==> src/rtl/video_scanout_if.sv <==
// Video port of the 8-bit computer: pixel pacing, character memory and glyph ROM buses.
interface video_scanout_if;
    logic        vid_phi;
    logic [15:0] vid_adr;
    logic [7:0]  vid_dbi;
    logic [9:0]  glyph_adr;
    logic [7:0]  glyph_dbi;

    // The raster generator owns the address buses; the host supplies pacing and read data.
    modport master (input vid_phi, input vid_dbi, input glyph_dbi, output vid_adr, output glyph_adr);
    modport slave  (output vid_phi, output vid_dbi, output glyph_dbi, input vid_adr, input glyph_adr);
endinterface

==> src/rtl/video_scanout.sv <==
// Text-mode raster generator: VGA timing, character/glyph fetch and 1-bit pixel output.
//
// Every register advances only on vid_phi ticks. Each 16-tick cell is fetched three
// ticks ahead of display: T0 drives the character address, T1 latches the code and
// drives the glyph address, T2 loads the shifter so bit 7 is shown at the cell's first tick.
// Column 0 is fetched at the end of the previous line and therefore targets the next line.
module video_scanout #(
    parameter int          H_ACTIVE = 640,
    parameter int          H_FP     = 16,
    parameter int          H_SYNC   = 96,
    parameter int          H_BP     = 48,
    parameter int          V_ACTIVE = 480,
    parameter int          V_FP     = 10,
    parameter int          V_SYNC   = 2,
    parameter int          V_BP     = 33,
    parameter int          COLS     = 40,
    parameter int          ROWS     = 24,
    parameter logic [15:0] BASE_ADR = 16'h0400
) (
    input  logic            CLOCK_50,
    input  logic            res_n,
    video_scanout_if.master vid,
    output logic            pixel,
    output logic            hsync_n,
    output logic            vsync_n,
    output logic            blank
);
    localparam logic [9:0]  H_ACT      = 10'(H_ACTIVE);
    localparam logic [9:0]  H_SYNC_BEG = 10'(H_ACTIVE + H_FP);
    localparam logic [9:0]  H_SYNC_END = 10'(H_ACTIVE + H_FP + H_SYNC);
    localparam logic [9:0]  H_LAST     = 10'(H_ACTIVE + H_FP + H_SYNC + H_BP - 1);
    localparam logic [9:0]  H_COL0_T0  = 10'(H_ACTIVE + H_FP + H_SYNC + H_BP - 3);
    localparam logic [9:0]  V_ACT      = 10'(V_ACTIVE);
    localparam logic [9:0]  V_SYNC_BEG = 10'(V_ACTIVE + V_FP);
    localparam logic [9:0]  V_SYNC_END = 10'(V_ACTIVE + V_FP + V_SYNC);
    localparam logic [9:0]  V_LAST     = 10'(V_ACTIVE + V_FP + V_SYNC + V_BP - 1);
    localparam logic [9:0]  TEXT_LINES = 10'(ROWS * 16);
    localparam logic [5:0]  LAST_COL   = 6'(COLS - 1);
    localparam logic [15:0] COLS16     = 16'(COLS);

    logic [9:0]  hcnt;
    logic [9:0]  vcnt;
    logic [9:0]  v_next;
    logic [9:0]  f_vcnt;
    logic [5:0]  f_col;
    logic [15:0] f_adr;
    logic        col_ok;
    logic        fetch_t0;
    logic        t0_vld;
    logic        t1_vld;
    logic [2:0]  f_row;
    logic        code_inv;
    logic [7:0]  shifter;
    logic        text_area;

    assign v_next    = (vcnt == V_LAST) ? 10'd0 : vcnt + 10'd1;
    assign text_area = (hcnt < H_ACT) && (vcnt < TEXT_LINES);

    // Pick the cell targeted by a T0 fetch at this tick and decide whether it is in the text area.
    always_comb begin
        f_vcnt = vcnt;
        f_col  = hcnt[9:4] + 6'd1;
        col_ok = 1'b0;
        if (hcnt == H_COL0_T0) begin
            f_vcnt = v_next;
            f_col  = 6'd0;
            col_ok = 1'b1;
        end else begin
            col_ok = (hcnt[3:0] == 4'd13) && (hcnt[9:4] < LAST_COL);
        end
        fetch_t0 = col_ok && (f_vcnt < TEXT_LINES);
        f_adr    = BASE_ADR + {11'd0, f_vcnt[8:4]} * COLS16 + {10'd0, f_col};
    end

    // Raster counters: hcnt wraps per line, vcnt steps on each line wrap.
    always_ff @(posedge CLOCK_50) begin
        if (!res_n) begin
            hcnt <= 10'd0;
            vcnt <= 10'd0;
        end else if (vid.vid_phi) begin
            if (hcnt == H_LAST) begin
                hcnt <= 10'd0;
                vcnt <= v_next;
            end else begin
                hcnt <= hcnt + 10'd1;
            end
        end
    end

    // T0/T1 fetch stages: character address, then glyph address from the returned code.
    always_ff @(posedge CLOCK_50) begin
        if (!res_n) begin
            t0_vld        <= 1'b0;
            t1_vld        <= 1'b0;
            f_row         <= 3'd0;
            code_inv      <= 1'b0;
            vid.vid_adr   <= BASE_ADR;
            vid.glyph_adr <= 10'd0;
        end else if (vid.vid_phi) begin
            t0_vld <= fetch_t0;
            t1_vld <= t0_vld;
            if (fetch_t0) begin
                vid.vid_adr <= f_adr;
                f_row       <= f_vcnt[3:1];
            end
            if (t0_vld) begin
                code_inv      <= vid.vid_dbi[7];
                vid.glyph_adr <= {vid.vid_dbi[6:0], f_row};
            end
        end
    end

    // T2 load at the last tick of the previous cell; otherwise shift once per two ticks.
    always_ff @(posedge CLOCK_50) begin
        if (!res_n) begin
            shifter <= 8'd0;
        end else if (vid.vid_phi) begin
            if (hcnt[3:0] == 4'd15) begin
                shifter <= t1_vld ? (vid.glyph_dbi ^ {8{code_inv}}) : 8'd0;
            end else if (hcnt[0]) begin
                shifter <= {shifter[6:0], 1'b0};
            end
        end
    end

    // Registered outputs, all reflecting the same tick so pixel and syncs stay aligned.
    always_ff @(posedge CLOCK_50) begin
        if (!res_n) begin
            pixel   <= 1'b0;
            hsync_n <= 1'b1;
            vsync_n <= 1'b1;
            blank   <= 1'b1;
        end else if (vid.vid_phi) begin
            pixel   <= text_area && shifter[7];
            hsync_n <= !((hcnt >= H_SYNC_BEG) && (hcnt < H_SYNC_END));
            vsync_n <= !((vcnt >= V_SYNC_BEG) && (vcnt < V_SYNC_END));
            blank   <= (hcnt >= H_ACT) || (vcnt >= V_ACT);
        end
    end
endmodule
==> src/flat_wrapper.sv <==
// flat-port wrapper written by rule: the top's interface ports become plain ports
module video_scanout_flat 
#(
    parameter int          H_ACTIVE = 640,
    parameter int          H_FP     = 16,
    parameter int          H_SYNC   = 96,
    parameter int          H_BP     = 48,
    parameter int          V_ACTIVE = 480,
    parameter int          V_FP     = 10,
    parameter int          V_SYNC   = 2,
    parameter int          V_BP     = 33,
    parameter int          COLS     = 40,
    parameter int          ROWS     = 24,
    parameter logic [15:0] BASE_ADR = 16'h0400
)
  (CLOCK_50, res_n, pixel, hsync_n, vsync_n, blank, vid_vid_phi, vid_vid_dbi, vid_glyph_dbi, vid_vid_adr, vid_glyph_adr);
  video_scanout_if vid_i ();
  input  logic CLOCK_50;
  input  logic res_n;
  output logic pixel;
  output logic hsync_n;
  output logic vsync_n;
  output logic blank;
  input wire logic [$bits(vid_i.vid_phi)-1:0] vid_vid_phi;
  input wire logic [$bits(vid_i.vid_dbi)-1:0] vid_vid_dbi;
  input wire logic [$bits(vid_i.glyph_dbi)-1:0] vid_glyph_dbi;
  output wire logic [$bits(vid_i.vid_adr)-1:0] vid_vid_adr;
  output wire logic [$bits(vid_i.glyph_adr)-1:0] vid_glyph_adr;
  assign vid_i.vid_phi = vid_vid_phi;
  assign vid_i.vid_dbi = vid_vid_dbi;
  assign vid_i.glyph_dbi = vid_glyph_dbi;
  assign vid_vid_adr = vid_i.vid_adr;
  assign vid_glyph_adr = vid_i.glyph_adr;
  video_scanout #(.H_ACTIVE(H_ACTIVE), .H_FP(H_FP), .H_SYNC(H_SYNC), .H_BP(H_BP), .V_ACTIVE(V_ACTIVE), .V_FP(V_FP), .V_SYNC(V_SYNC), .V_BP(V_BP), .COLS(COLS), .ROWS(ROWS), .BASE_ADR(BASE_ADR)) u_core (.CLOCK_50(CLOCK_50), .res_n(res_n), .vid(vid_i), .pixel(pixel), .hsync_n(hsync_n), .vsync_n(vsync_n), .blank(blank));
endmodule
==> config.mk <==
export PLATFORM = sky130hd
export DESIGN_NAME = video_scanout_flat
export DESIGN_NICKNAME = d
export VERILOG_FILES = /design/src/rtl/video_scanout_if.sv /design/src/rtl/video_scanout.sv /design/src/flat_wrapper.sv
export SDC_FILE = /design/constraint.sdc
export NUM_CORES = 1
export LEC_CHECK = 0
export CAP_MARGIN = 20
export CORE_AREA = 2 2 125 127
export CTS_CLUSTER_DIAMETER = 60
export CTS_CLUSTER_SIZE = 14
export DETAILED_ROUTE_END_ITERATION = 6
export DIE_AREA = 0 0 127 129
export HOLD_SLACK_MARGIN = 0.05
export PLACE_DENSITY = 0.51
export SYNTH_ARGS = -nofsm -noshare
export SYNTH_HDL_FRONTEND = slang
export SYNTH_SLANG_ARGS = --single-unit
==> constraint.sdc <==
create_clock -name CLOCK_50 -period 4.95 [get_ports CLOCK_50]
set_input_delay 0.99 -clock CLOCK_50 [delete_from_list [all_inputs] [get_ports CLOCK_50]]
set_output_delay 0.99 -clock CLOCK_50 [all_outputs]
set_load 0.02 [all_outputs]
Word level (Yosys, flattened, before mapping). Cells that the tools add are included.

Bits in registers: 64. Input port bits: 19. Logic and storage cells: 57. Output and inout port bits: 30.

Reductions and logical operators: 14. Add/sub/neg operators: 5. Bitwise gates (word level): 1. Equality and inequality tests: 5. Multiplexer cells: 8. Magnitude comparators: 10. $mul: 1.

Operators with widths (count): == test 10 bit (second input constant) (3); < comparator 10 x 9 -> 1 bit (second input constant) (3); two-way mux 10 bit (3); two-way mux 8 bit (3); adder 10 x 1 -> 10 bit (second input constant) (2); >= comparator 10 bit (second input constant) (2); >= comparator 10 x 9 -> 1 bit (second input constant) (2); < comparator 10 bit (second input constant) (2); adder 16 x 6 -> 16 bit (1); adder 11 x 11 -> 12 bit (first input constant) (1); == test 4 bit (second input constant) (2); multiplier 5 x 3 -> 8 bit (second input constant) (1); AND reduction 2 bit (4); bitwise XOR 8 bit (1); adder 6 x 1 -> 6 bit (second input constant) (1); logical AND 1 bit (6); < comparator 6 bit (second input constant) (1); two-way mux 6 bit (1); zero test 1 bit (2); nonzero test 2 bit (1); logical OR 1 bit (1); two-way mux 1 bit (1).

Logic depth before layout (Yosys ltp). Gate-level depths: netlist of run 1.

Depth after elaboration: 6. Mapped depth: 16. Gate-level depth less buffers: 15.

Least setup slack after synthesis of run 1. OpenSTA, ideal clock, no wires.

Path kind: register to register. From: register u_core.hcnt[0]. To: register u_core.vid.vid_adr[9]. Cell stages (with the launch flop): 16. Setup slack: 1173 ps. Data arrival time: 3649 ps. Data required time: 4822 ps. Library setup time: 128 ps. Clock period less this slack: 3777 ps. Buffers on the path: 1. Path through: dfxtp_1 ha_1 nand4b_2 or2_2 clkbuf_1 nor2_1 xor2_1 ha_1 ha_1 fa_1 inv_1 nor4_1 xnor2_1 xnor2_1 mux2i_1 nor2_1.

Cells in the longest elaborated chain, start to end: 5. Elaborated cells on any way between the ends: 12. Those cells by class: add/sub: 2; mul: 1; order compare: 1; eq/ne: 2; mux: 3; reduce/logical: 3.

RTL lines: start, declared (line video_scanout.sv:41) `logic [9:0] hcnt;`; start signal, assigned (line video_scanout.sv:85) `hcnt <= hcnt + 10'd1;`; == test 10 bit or == test 4 bit (tied branches) (line video_scanout.sv:64, video_scanout.sv:69); two-way mux 10 bit or logical AND 1 bit (tied branches) (line video_scanout.sv:64, video_scanout.sv:69); multiplier 5 x 3 -> 8 bit (tied with other cells) (line video_scanout.sv:72) `f_adr = BASE_ADR + {11'd0, f_vcnt[8:4]} * COLS16 + {10'd0, f_col};`; adder 11 x 11 -> 12 bit or logical AND 1 bit (tied branches) (line video_scanout.sv:72, video_scanout.sv:71); adder 16 x 6 -> 16 bit or AND reduction 2 bit (tied branches); end signal, assigned (line video_scanout.sv:103) `vid.vid_adr <= f_adr;`; end, declared (line video_scanout_if.sv:10) `modport master (input vid_phi, input vid_dbi, input glyph_dbi, output vid_adr, output glyph_adr);`.

Parallel ways exist; a longest one is shown, timed or not. A chain may end at the register's enable or synchronous reset.

Worst setup path in the final report of run 1. Ends and elaborated chain as after synthesis.

==> flow_summary.json, run 1 <==
{
  "r2r_slack_ns": 0.91,
  "switching_share_pct": 21.4,
  "arrival_ns": 4.23,
  "yosys.cell_types.count": 54,
  "powerDensity_nw_per_um2": 279,
  "crit_buf_inv": 1,
  "hold_viol_final": 0,
  "area_growth_pct": 24.5,
  "wl_per_cell_um": 12.5,
  "synth_area_um2": 3400,
  "fmax_ghz": 0.247,
  "critPathCapture": "u_core.vid.vid_adr[9]",
  "cts-buffers-inserted": 9,
  "finalWeightedCongestion": 0.844,
  "antenna_cells": 0,
  "power_frac_clock_pct": 53.6,
  "reg2reg_from": "u_core.hcnt[0]",
  "syn_inst": 411,
  "post-route-util_pct": 28.3,
  "io_pins": 49,
  "r2r_cells": 14,
  "cts_tree": "built",
  "grt_use_total_pct": 10.3,
  "clock_skew_ns": 0.0101,
  "cts_buffer_depth": 2,
  "vias": 2877,
  "min_period_ns": 4.04,
  "endpoint_kind": "register",
  "dp_hpwl_um": 5700,
  "drv_slew": 0,
  "std_cell_rows": 45,
  "r2r-end": "u_core.vid.vid_adr[9]",
  "rsz0062_at_grt": "no",
  "cp_common_cell": "ha_1",
  "die_h_um": 129,
  "ys.warnings.count": 0,
  "power_leakage_nw": 1.66,
  "pwr-share-comb_pct": 4.5,
  "crit_type": "register to register",
  "tightestPinTransition_ns": 0.843,
  "drv_cap": 0,
  "crit_chain": "ha_1 -> nand4b_2 -> or2_2 -> nor2_1 -> xor2_1 -> ha_1 -> ha_1 -> fa_1 -> inv_1 -> nor4_1 -> xnor2_1 -> xnor2_1 -> mux2i_1 -> nor2_1",
  "synth_seq_cells": 60,
  "postSynthAreaPerCell_um2": 8.27,
  "dr.pass1.iters": 4,
  "clkTransAtPathRegs_ns": 0.05,
  "cpLargestDelayFamily": "simple AND/OR/NAND/NOR gates",
  "total_power_mw": 1.18,
  "grt_pass1_wl_um": 13500,
  "startpoint": "u_core.hcnt[0]",
  "cp_max_fo": 10,
  "root_buffer": "clkbuf_16",
  "drt_wl_total_um": 7930,
  "grt_pass1_vias": 2768,
  "die_area_um2": 16400,
  "ctsResizeCount": 0,
  "synth_edf_count": 0,
  "cts_post_setup_buffers_inserted": 0,
  "vdd_ir_drop_max_mv": 0.145,
  "synth_async_sr_flop_share_pct": 0,
  "grt_max_degree": 47,
  "critPathSlowestCell": "fa_1",
  "seqPwrFrac_pct": 41.9,
  "slew-limit-headroom_pct": 43.7,
  "yosysSeqAreaShare_pct": 35.3,
  "timing.final.crit_share_pct": 81.7,
  "required_ns": 5.14,
  "drc": 0,
  "clock_latency_ns": 0.33,
  "ant_nets": 0,
  "final_nets": 482,
  "final_cells": 635,
  "intPower_mw": 0.929,
  "viasPerCell": 4.53,
  "fin_setup_tns_ns": 0,
  "port_buffers": 44,
  "max_stage_delay_ns": 0.51,
  "dp_cells": 619,
  "outcome": "finished, final reports clean",
  "die_w_um": 127,
  "antenna_found_initial": 0,
  "min_path_type": "register to register",
  "drt_iter0_markers": 105,
  "drive_gt1_share_pct": 6.71,
  "core-area_um2": 15000,
  "h-tree-depth": 3,
  "setup_viol": 0,
  "cp.depth": 14,
  "synth-main-ff-cell": "dfxtp_1",
  "start_kind": "register",
  "switchingPower_mw": 0.253,
  "cts_sinks": 60,
  "start_util_pct": 22.7,
  "ctsHoldBuffers": 0,
  "grt_overflow_total": 0
}
==> cells by family after synthesis <==
| group | count (synthesis) | share of synthesized area, % |
|---|---|---|
| multiplexers | 12 | 3.53 |
| flip-flops | 60 | 35.3 |
| adder cells (fa/ha/maj) | 21 | 8.17 |
| other | 1 | 0.110 |
| AND/OR/NAND/NOR | 152 | 21.6 |
| buffers and inverters | 41 | 6.33 |
| AO/OA/AOI/OAI | 90 | 16.1 |
| XOR/XNOR | 34 | 8.76 |
==> metal layers <==
metal  GRT usage [%]  up-vias  wire length (µm)
met5               0        -                 0
met3            2.54       14               283
met4            4.65        0               159
met2            15.7       51              3530
li1                -     1463                 -
met1            13.7     1349              3970
==> worst min-delay path by stage <==
stage                            startpoint                       to  slack (ns)  cells past startpoint
global placement    u_core.vid.glyph_adr[5]  u_core.vid.glyph_adr[5]        0.44                      2
detailed placement    u_core.vid.vid_adr[0]    u_core.vid.vid_adr[0]        0.45                      2
finish              u_core.vid.glyph_adr[0]  u_core.vid.glyph_adr[0]        0.45                      2
global route        u_core.vid.glyph_adr[0]  u_core.vid.glyph_adr[0]        0.47                      2
CTS                   u_core.vid.vid_adr[0]    u_core.vid.vid_adr[0]        0.46                      2
floorplan                   u_core.f_row[1]  u_core.vid.glyph_adr[1]        0.43                      2
==> synth_stat cells, types with 4 or more instances <==
| cell | number | area share [%] |
|---|---|---|
| dfxtp_1 | 60 | 35 |
| nand2_1 | 50 | 5.5 |
| nor2_1 | 47 | 5.2 |
| o21ai_0 | 33 | 4.9 |
| a21oi_1 | 31 | 4.6 |
| xnor2_1 | 23 | 5.9 |
| ha_1 | 19 | 7.0 |
| nand3_1 | 14 | 2.1 |
| inv_1 | 12 | 1.3 |
| mux2i_1 | 12 | 3.5 |
| xor2_1 | 11 | 2.8 |
| clkbuf_1 | 10 | 1.1 |
| buf_2 | 7 | 1.0 |
| nor3_1 | 7 | 1.0 |
| and3_1 | 5 | 0.92 |
| buf_4 | 5 | 1.1 |
| a31oi_1 | 4 | 0.74 |
| and2_1 | 4 | 0.74 |
| nand4_1 | 4 | 0.74 |
==> flip-flops by register name, summed over array words and instances (netlist names), 3 cells and up <==
register / flops
u_core.vid.vid_adr: 12
u_core.f_row: 3
u_core.vid.glyph_adr: 10
u_core.shifter: 8
u_core.vcnt: 10
u_core.hcnt: 10
==> tightest hold or removal path: cells and delay by family (launching register included) <==
family	cells	cell delay, ns
simple gates	1	0.05
flops	1	0.30
compound gates	1	0.05
==> final cells by class <==
type                       count  area (µm²)
fill                        1600       10700
clock inverter                 4        47.5
sequential                    60        1200
clock buffer                  12         256
timing repair buffer          45         448
multi-input combinational    313        1990
inverter                      13        48.8
tap                          188         235
==> per-stage QoR <==
stage / setup slack (ns) / cell area [µm²] / hold WS [ns]
after floorplan: 1.17 / 3410 / 0.432
after global placement: 0.988 / 3930 / 0.443
after detailed placement: 0.895 / 3930 / 0.446
after CTS: 0.886 / 4230 / 0.458
after global routing: 0.556 / 4230 / 0.469
final: 0.908 / 4230 / 0.455
==> layout by cell type, fill, tap and decap left out, types with 2 or more instances in the layout <==
| cell type | instances |
|---|---|
| xor2_1 | 11 |
| ha_1 | 19 |
| nand2_1 | 50 |
| o211ai_2 | 2 |
| fa_1 | 2 |
| nand4b_2 | 2 |
| dfxtp_1 | 60 |
| clkinv_2 | 2 |
| clkdlybuf4s50_1 | 44 |
| nor2b_1 | 2 |
| a41oi_1 | 2 |
| nor2_1 | 47 |
| and3_1 | 5 |
| o22ai_1 | 2 |
| and2_1 | 4 |
| o21ai_0 | 33 |
| clkbuf_16 | 9 |
| xnor2_1 | 23 |
| or2_2 | 3 |
| a211oi_1 | 2 |
| a21o_1 | 2 |
| clkbuf_8 | 2 |
| nand4_1 | 4 |
| a31oi_1 | 4 |
| nand3_1 | 14 |
| a211o_1 | 2 |
| or3_1 | 2 |
| nand2b_1 | 3 |
| a21oi_1 | 31 |
| conb_1 | 4 |
| nor3_1 | 7 |
| mux2i_1 | 12 |
| inv_1 | 12 |
| nand3b_1 | 2 |
==> power groups by stage <==
stage	clock network, mW	logic, mW	registers (mW)
after floorplan	0	0.0316	0.505
final	0.634	0.0529	0.495
after global placement	0	0.0530	0.505
after global routing	0.676	0.0591	0.496
after detailed placement	0	0.0531	0.505
after CTS	0.652	0.0533	0.495
Power figures use the tool's default switching activity.
==> run 2: changes to the inputs <==
--- a/config.mk
+++ b/config.mk
@@ -12,7 +12,7 @@
 export DETAILED_ROUTE_END_ITERATION = 6
 export DIE_AREA = 0 0 127 129
 export HOLD_SLACK_MARGIN = 0.05
-export PLACE_DENSITY = 0.51
+export PLACE_DENSITY = 0.52
 export SYNTH_ARGS = -nofsm -noshare
 export SYNTH_HDL_FRONTEND = slang
 export SYNTH_SLANG_ARGS = --single-unit
==> constraint.sdc (replaced) <==
create_clock -name CLOCK_50 -period 3.3 [get_ports CLOCK_50]
set_input_delay 0.66 -clock CLOCK_50 [delete_from_list [all_inputs] [get_ports CLOCK_50]]
set_output_delay 0.66 -clock CLOCK_50 [all_outputs]
set_load 0.02 [all_outputs]
==> run 2 against run 1 <==
Sequential share of layout area fell by 2.6 points. Maximum frequency rose by 26%. Setup slack got worse by 0.82 ns. Critical path type unchanged. Critical endpoint is now u_core.vid.vid_adr[11].
==> flow_summary.json, run 2 (synthesized netlist as in run 1, its figures left out) <==
{
  "rsz0062_at_grt": "yes",
  "crit_chain": "inv_2 -> ha_4 -> nand4b_4 -> or2_4 -> nor3_4 -> xor2_2 -> ha_1 -> ha_2 -> fa_1 -> inv_2 -> nor4_4 -> inv_1 -> o211ai_1 -> nand3b_1 -> a21oi_2",
  "drv_slew": 0,
  "cts_tree": "built",
  "antenna_found_initial": 0,
  "grt_use_total_pct": 11.0,
  "ctsHoldBuffers": 0,
  "cts-buffers-inserted": 9,
  "final_cells": 673,
  "cp_max_fo": 5,
  "wl_per_cell_um": 12.8,
  "io_pins": 49,
  "ant_nets": 0,
  "grt_pass1_wl_um": 14300,
  "crit_type": "register to register",
  "core-area_um2": 15000,
  "grt_pass1_vias": 2991,
  "final_nets": 520,
  "timing.final.crit_share_pct": 97.5,
  "dp_hpwl_um": 6390,
  "clkTransAtPathRegs_ns": 0.05,
  "h-tree-depth": 3,
  "fmax_ghz": 0.311,
  "outcome": "finished, final reports clean",
  "clock_latency_ns": 0.34,
  "dpl-instance-area_um2": 4260,
  "powerDensity_nw_per_um2": 384,
  "antenna_cells": 0,
  "critPathSlowestCell": "fa_1",
  "start_kind": "register",
  "drive_gt1_share_pct": 19.0,
  "vdd_ir_drop_max_mv": 0.184,
  "port_buffers": 44,
  "required_ns": 3.57,
  "seqCellArea_um2": 1210,
  "multiInputGateArea_um2": 2130,
  "die_area_um2": 16400,
  "layout_commonest_cell": "dfxtp_1",
  "endpoint_kind": "register",
  "cts_sinks": 60,
  "drt_iter0_markers": 105,
  "power_leakage_nw": 1.91,
  "min_path_type": "register to register",
  "slew-limit-headroom_pct": 66.1,
  "largest_reg_flops": 12,
  "finalWeightedCongestion": 0.856,
  "std_cell_rows": 45,
  "max_stage_delay_ns": 0.53,
  "hold_viol_final": 0,
  "drc": 0,
  "arrival_ns": 3.49,
  "area_growth_pct": 37.4,
  "clock_skew_ns": 0.00655,
  "nFillCells": 1584,
  "cts_buffer_depth": 2,
  "min_period_ns": 3.22,
  "vias": 3032,
  "layout_common_cells": "dfxtp_1 (56), nand2_1 (50), nor2_1 (45)",
  "tightestPinTransition_ns": 0.508,
  "drt_wl_total_um": 8650,
  "stdcell_area_um2": 4670,
  "setup_viol": 0,
  "die_h_um": 129,
  "dp_cells": 651,
  "viasPerCell": 4.51,
  "cp_common_cell": "inv_2",
  "start_util_pct": 22.7,
  "dr.pass1.iters": 4,
  "grt_overflow_total": 0,
  "cpLargestDelayFamily": "adder cells",
  "drv_cap": 0,
  "root_buffer": "clkbuf_16",
  "grt_max_degree": 26,
  "die_w_um": 127,
  "max_flop_register": "u_core.vid.vid_adr",
  "crit_buf_inv": 3
}
run 2: cell count changes in the layout (fill, tap and decap cells not counted), moves of 3 or more:
| cell | delta |
|---|---|
| inv_2 | +4 |
| xor2_2 | +3 |
| ha_1 | -4 |
| dfxtp_1 | -4 |
| xor2_1 | -3 |
| buf_4 | +37 |
| dfxtp_2 | +4 |
| inv_1 | -4 |
run 2: worst paths after layout:
kind              cells after the start  slack [ns]                 endpoint       startpoint
hold reg to reg                       2        0.45  u_core.vid.glyph_adr[0]  u_core.f_row[0]
hold / removal                        2        0.45  u_core.vid.glyph_adr[0]  u_core.f_row[0]
setup reg to reg                     15        0.08   u_core.vid.vid_adr[11]   u_core.hcnt[5]
setup / recovery                     15        0.08   u_core.vid.vid_adr[11]   u_core.hcnt[5]
run 2: worst min-delay path, stage by stage (launching register included):
cell and delay (ns):
dfxtp_1 0.31, nand2_1 0.05, a21oi_1 0.05
run 2: metrics by stage:
stage / worst slack, ns / hold slack [ns] / util, % / total power [mW] / TNS (ns)
after floorplan: 0.00912 / 0.432 / - / 0.806 / 0
after global placement: 0.0859 / 0.443 / 28.5 / 0.848 / 0
after detailed placement: 0.0111 / 0.446 / 28.5 / 0.848 / 0
after CTS: 0.0146 / 0.457 / 30.5 / 1.82 / 0
after global routing: -0.0763 / 0.471 / 31.2 / 1.87 / -0.141
final: 0.0838 / 0.452 / 31.2 / 1.80 / 0
run 2: final cells by class:
| type | count | share of cell area, % |
|---|---|---|
| multi-input cells | 313 | 45.6 |
| clock buffers | 12 | 5.49 |
| inverters | 13 | 1.04 |
| clock inverters | 4 | 1.02 |
| well taps | 188 | 5.04 |
| repair buffers | 83 | 16.0 |
| flip-flops and latches | 60 | 25.8 |
run 2: where the power goes:
part / switching [mW] / total [mW] / internal, mW
clock network: 0.338 / 0.960 / 0.622
registers: 0.00579 / 0.741 / 0.736
logic: 0.0481 / 0.0937 / 0.0456
run 2: per-layer routing:
layer	vias up	GRT usage [%]	wire length, µm
met3	14	2.62	327
li1	1530	-	-
met1	1440	13.5	4030
met4	0	5.69	201
met5	-	0	0
met2	48	18.1	4090
run 2: timing repair:
item,4_1_cts,5_1_grt
endpoints found under the setup margin,1,4
pin swaps,0,9
gates resized for setup,1,12
buffers inserted,0,6
==> run 3: changes to the inputs <==
--- a/config.mk
+++ b/config.mk
@@ -5,6 +5,7 @@
 export SDC_FILE = /design/constraint.sdc
 export NUM_CORES = 1
 export LEC_CHECK = 0
+export ABC_CLOCK_PERIOD_IN_PS = 3300
 export CAP_MARGIN = 20
 export CORE_AREA = 2 2 125 127
 export CTS_CLUSTER_DIAMETER = 60
@@ -12,7 +13,9 @@
 export DETAILED_ROUTE_END_ITERATION = 6
 export DIE_AREA = 0 0 127 129
 export HOLD_SLACK_MARGIN = 0.05
+export MAX_ROUTING_LAYER = met4
 export PLACE_DENSITY = 0.52
+export SKIP_LAST_GASP = 1
 export SYNTH_ARGS = -nofsm -noshare
 export SYNTH_HDL_FRONTEND = slang
 export SYNTH_SLANG_ARGS = --single-unit
==> run 3 against run 2 <==
Flip-flop and latch count unchanged. Die area did not move. Global-route usage up 0.36 points. Clock power about the same. Setup slack gained 0.0022 ns.
==> flow_summary.json, run 3 (synthesized netlist as in run 1, its figures left out) <==
{
  "std_cell_rows": 45,
  "clkTransAtPathRegs_ns": 0.05,
  "arrival_ns": 3.49,
  "io_pins": 49,
  "max_flop_register": "u_core.vid.vid_adr",
  "port_buffers": 44,
  "cp_max_fo": 5,
  "start_util_pct": 22.7,
  "cts-buffers-inserted": 9,
  "h-tree-depth": 3,
  "multiInputGateArea_um2": 2130,
  "r2r_cells": 15,
  "ant_nets": 0,
  "cts_buffer_depth": 2,
  "antenna_cells": 0,
  "setup_viol": 0,
  "antenna_found_initial": 0,
  "clock_latency_ns": 0.34,
  "grt_pass1_vias": 2990,
  "cts_sinks": 60,
  "die_area_um2": 16400,
  "slew-limit-headroom_pct": 66.3,
  "min_period_ns": 3.21,
  "r2r_slack_ns": 0.09,
  "stdcell_area_um2": 4670,
  "clock_skew_ns": 0.00648,
  "tightestPinTransition_ns": 0.505,
  "viasPerCell": 4.51,
  "crit_type": "register to register",
  "post-route-util_pct": 31.2,
  "fmax_ghz": 0.311,
  "finalWeightedCongestion": 0.870,
  "drt_wl_total_um": 8650,
  "layout_common_cells": "dfxtp_1 (56), nand2_1 (50), nor2_1 (45)",
  "start_kind": "register",
  "min_path_type": "register to register",
  "drv_cap": 0,
  "endpoint_kind": "register",
  "min_path_cells": 2,
  "required_ns": 3.58,
  "die_h_um": 129,
  "wl_per_cell_um": 12.8,
  "area_growth_pct": 37.4,
  "root_buffer": "clkbuf_16",
  "hold_viol_final": 0,
  "vdd_ir_drop_max_mv": 0.183,
  "grt_pass1_wl_um": 14300,
  "seqCellArea_um2": 1210,
  "outcome": "finished, final reports clean",
  "dpl-instance-area_um2": 4260,
  "powerDensity_nw_per_um2": 384,
  "layout_commonest_cell": "dfxtp_1",
  "dp_hpwl_um": 6390,
  "timing.final.crit_share_pct": 97.4,
  "dp_cells": 651,
  "drc": 0,
  "core-area_um2": 15000,
  "drt_iter0_markers": 120,
  "rsz0062_at_grt": "yes",
  "grt_overflow_total": 0,
  "power_leakage_nw": 1.91,
  "largest_reg_flops": 12,
  "final_cells": 673,
  "grt_max_degree": 26,
  "final_nets": 520,
  "dr.pass1.iters": 4,
  "drv_slew": 0,
  "vias": 3035,
  "die_w_um": 127,
  "drive_gt1_share_pct": 19.0,
  "nFillCells": 1584,
  "grt_use_total_pct": 11.4,
  "cts_tree": "built"
}
-- run 3: stage by stage --
stage | setup slack [ns] | TNS, ns | total power [mW] | hold WS, ns
final | 0.0860 | 0 | 1.80 | 0.453
after floorplan | 0.00912 | 0 | 0.806 | 0.432
after global routing | -0.0803 | -0.145 | 1.87 | 0.471
after global placement | 0.0859 | 0 | 0.848 | 0.443
after CTS | 0.0146 | 0 | 1.82 | 0.457
after detailed placement | 0.0111 | 0 | 0.848 | 0.446
-- run 3: worst max-delay path, stage by stage, from the launching register on --
cell and delay [ns]:
dfxtp_2 0.32, inv_2 0.08, ha_4 0.15, nand4b_4 0.11
or2_4 0.30, nor3_4 0.15, xor2_2 0.18, ha_1 0.26
ha_2 0.19, fa_1 0.53, inv_2 0.07, nor4_4 0.32
inv_1 0.07, o211ai_1 0.18, nand3b_1 0.12, a21oi_2 0.14
-- run 3: area by class of cell --
| class | instances | area share, % |
|---|---|---|
| multi-input combinational | 313 | 45.6 |
| sequential | 60 | 25.8 |
| timing repair buffer | 83 | 16.0 |
| clock buffer | 12 | 5.49 |
| tap | 188 | 5.04 |
| inverter | 13 | 1.04 |
| clock inverter | 4 | 1.02 |
-- run 3: path summary, 6_finish.rpt --
path / startpoint / end
worst max-delay path: u_core.hcnt[5] / u_core.vid.vid_adr[11]
worst min-delay path: u_core.f_row[0] / u_core.vid.glyph_adr[0]
worst max register to register: u_core.hcnt[5] / u_core.vid.vid_adr[11]
worst min register to register: u_core.f_row[0] / u_core.vid.glyph_adr[0]
-- run 3: report_power, final --
group / switching, mW / internal [mW] / total (mW)
Clock: 0.339 / 0.622 / 0.961
Combinational: 0.0479 / 0.0456 / 0.0935
Sequential: 0.00580 / 0.736 / 0.741
Total: 0.392 / 1.40 / 1.80
-- run 3: metal layers --
metal / routed length, µm / vias up / GRT usage [%]
met5: 0 / - / -
li1: - / 1533 / -
met3: 324 / 15 / 2.58
met2: 4100 / 49 / 18.1
met4: 206 / 0 / 5.69
met1: 4020 / 1438 / 13.5
-- run 3: repair_timing --
item,CTS,global route
resized for setup,1,12
pin swaps,0,10
gates cloned,0,0
hold buffers,0,0
setup buffers,0,6
setup endpoints to repair,1,4
hold endpoints to repair,0,0
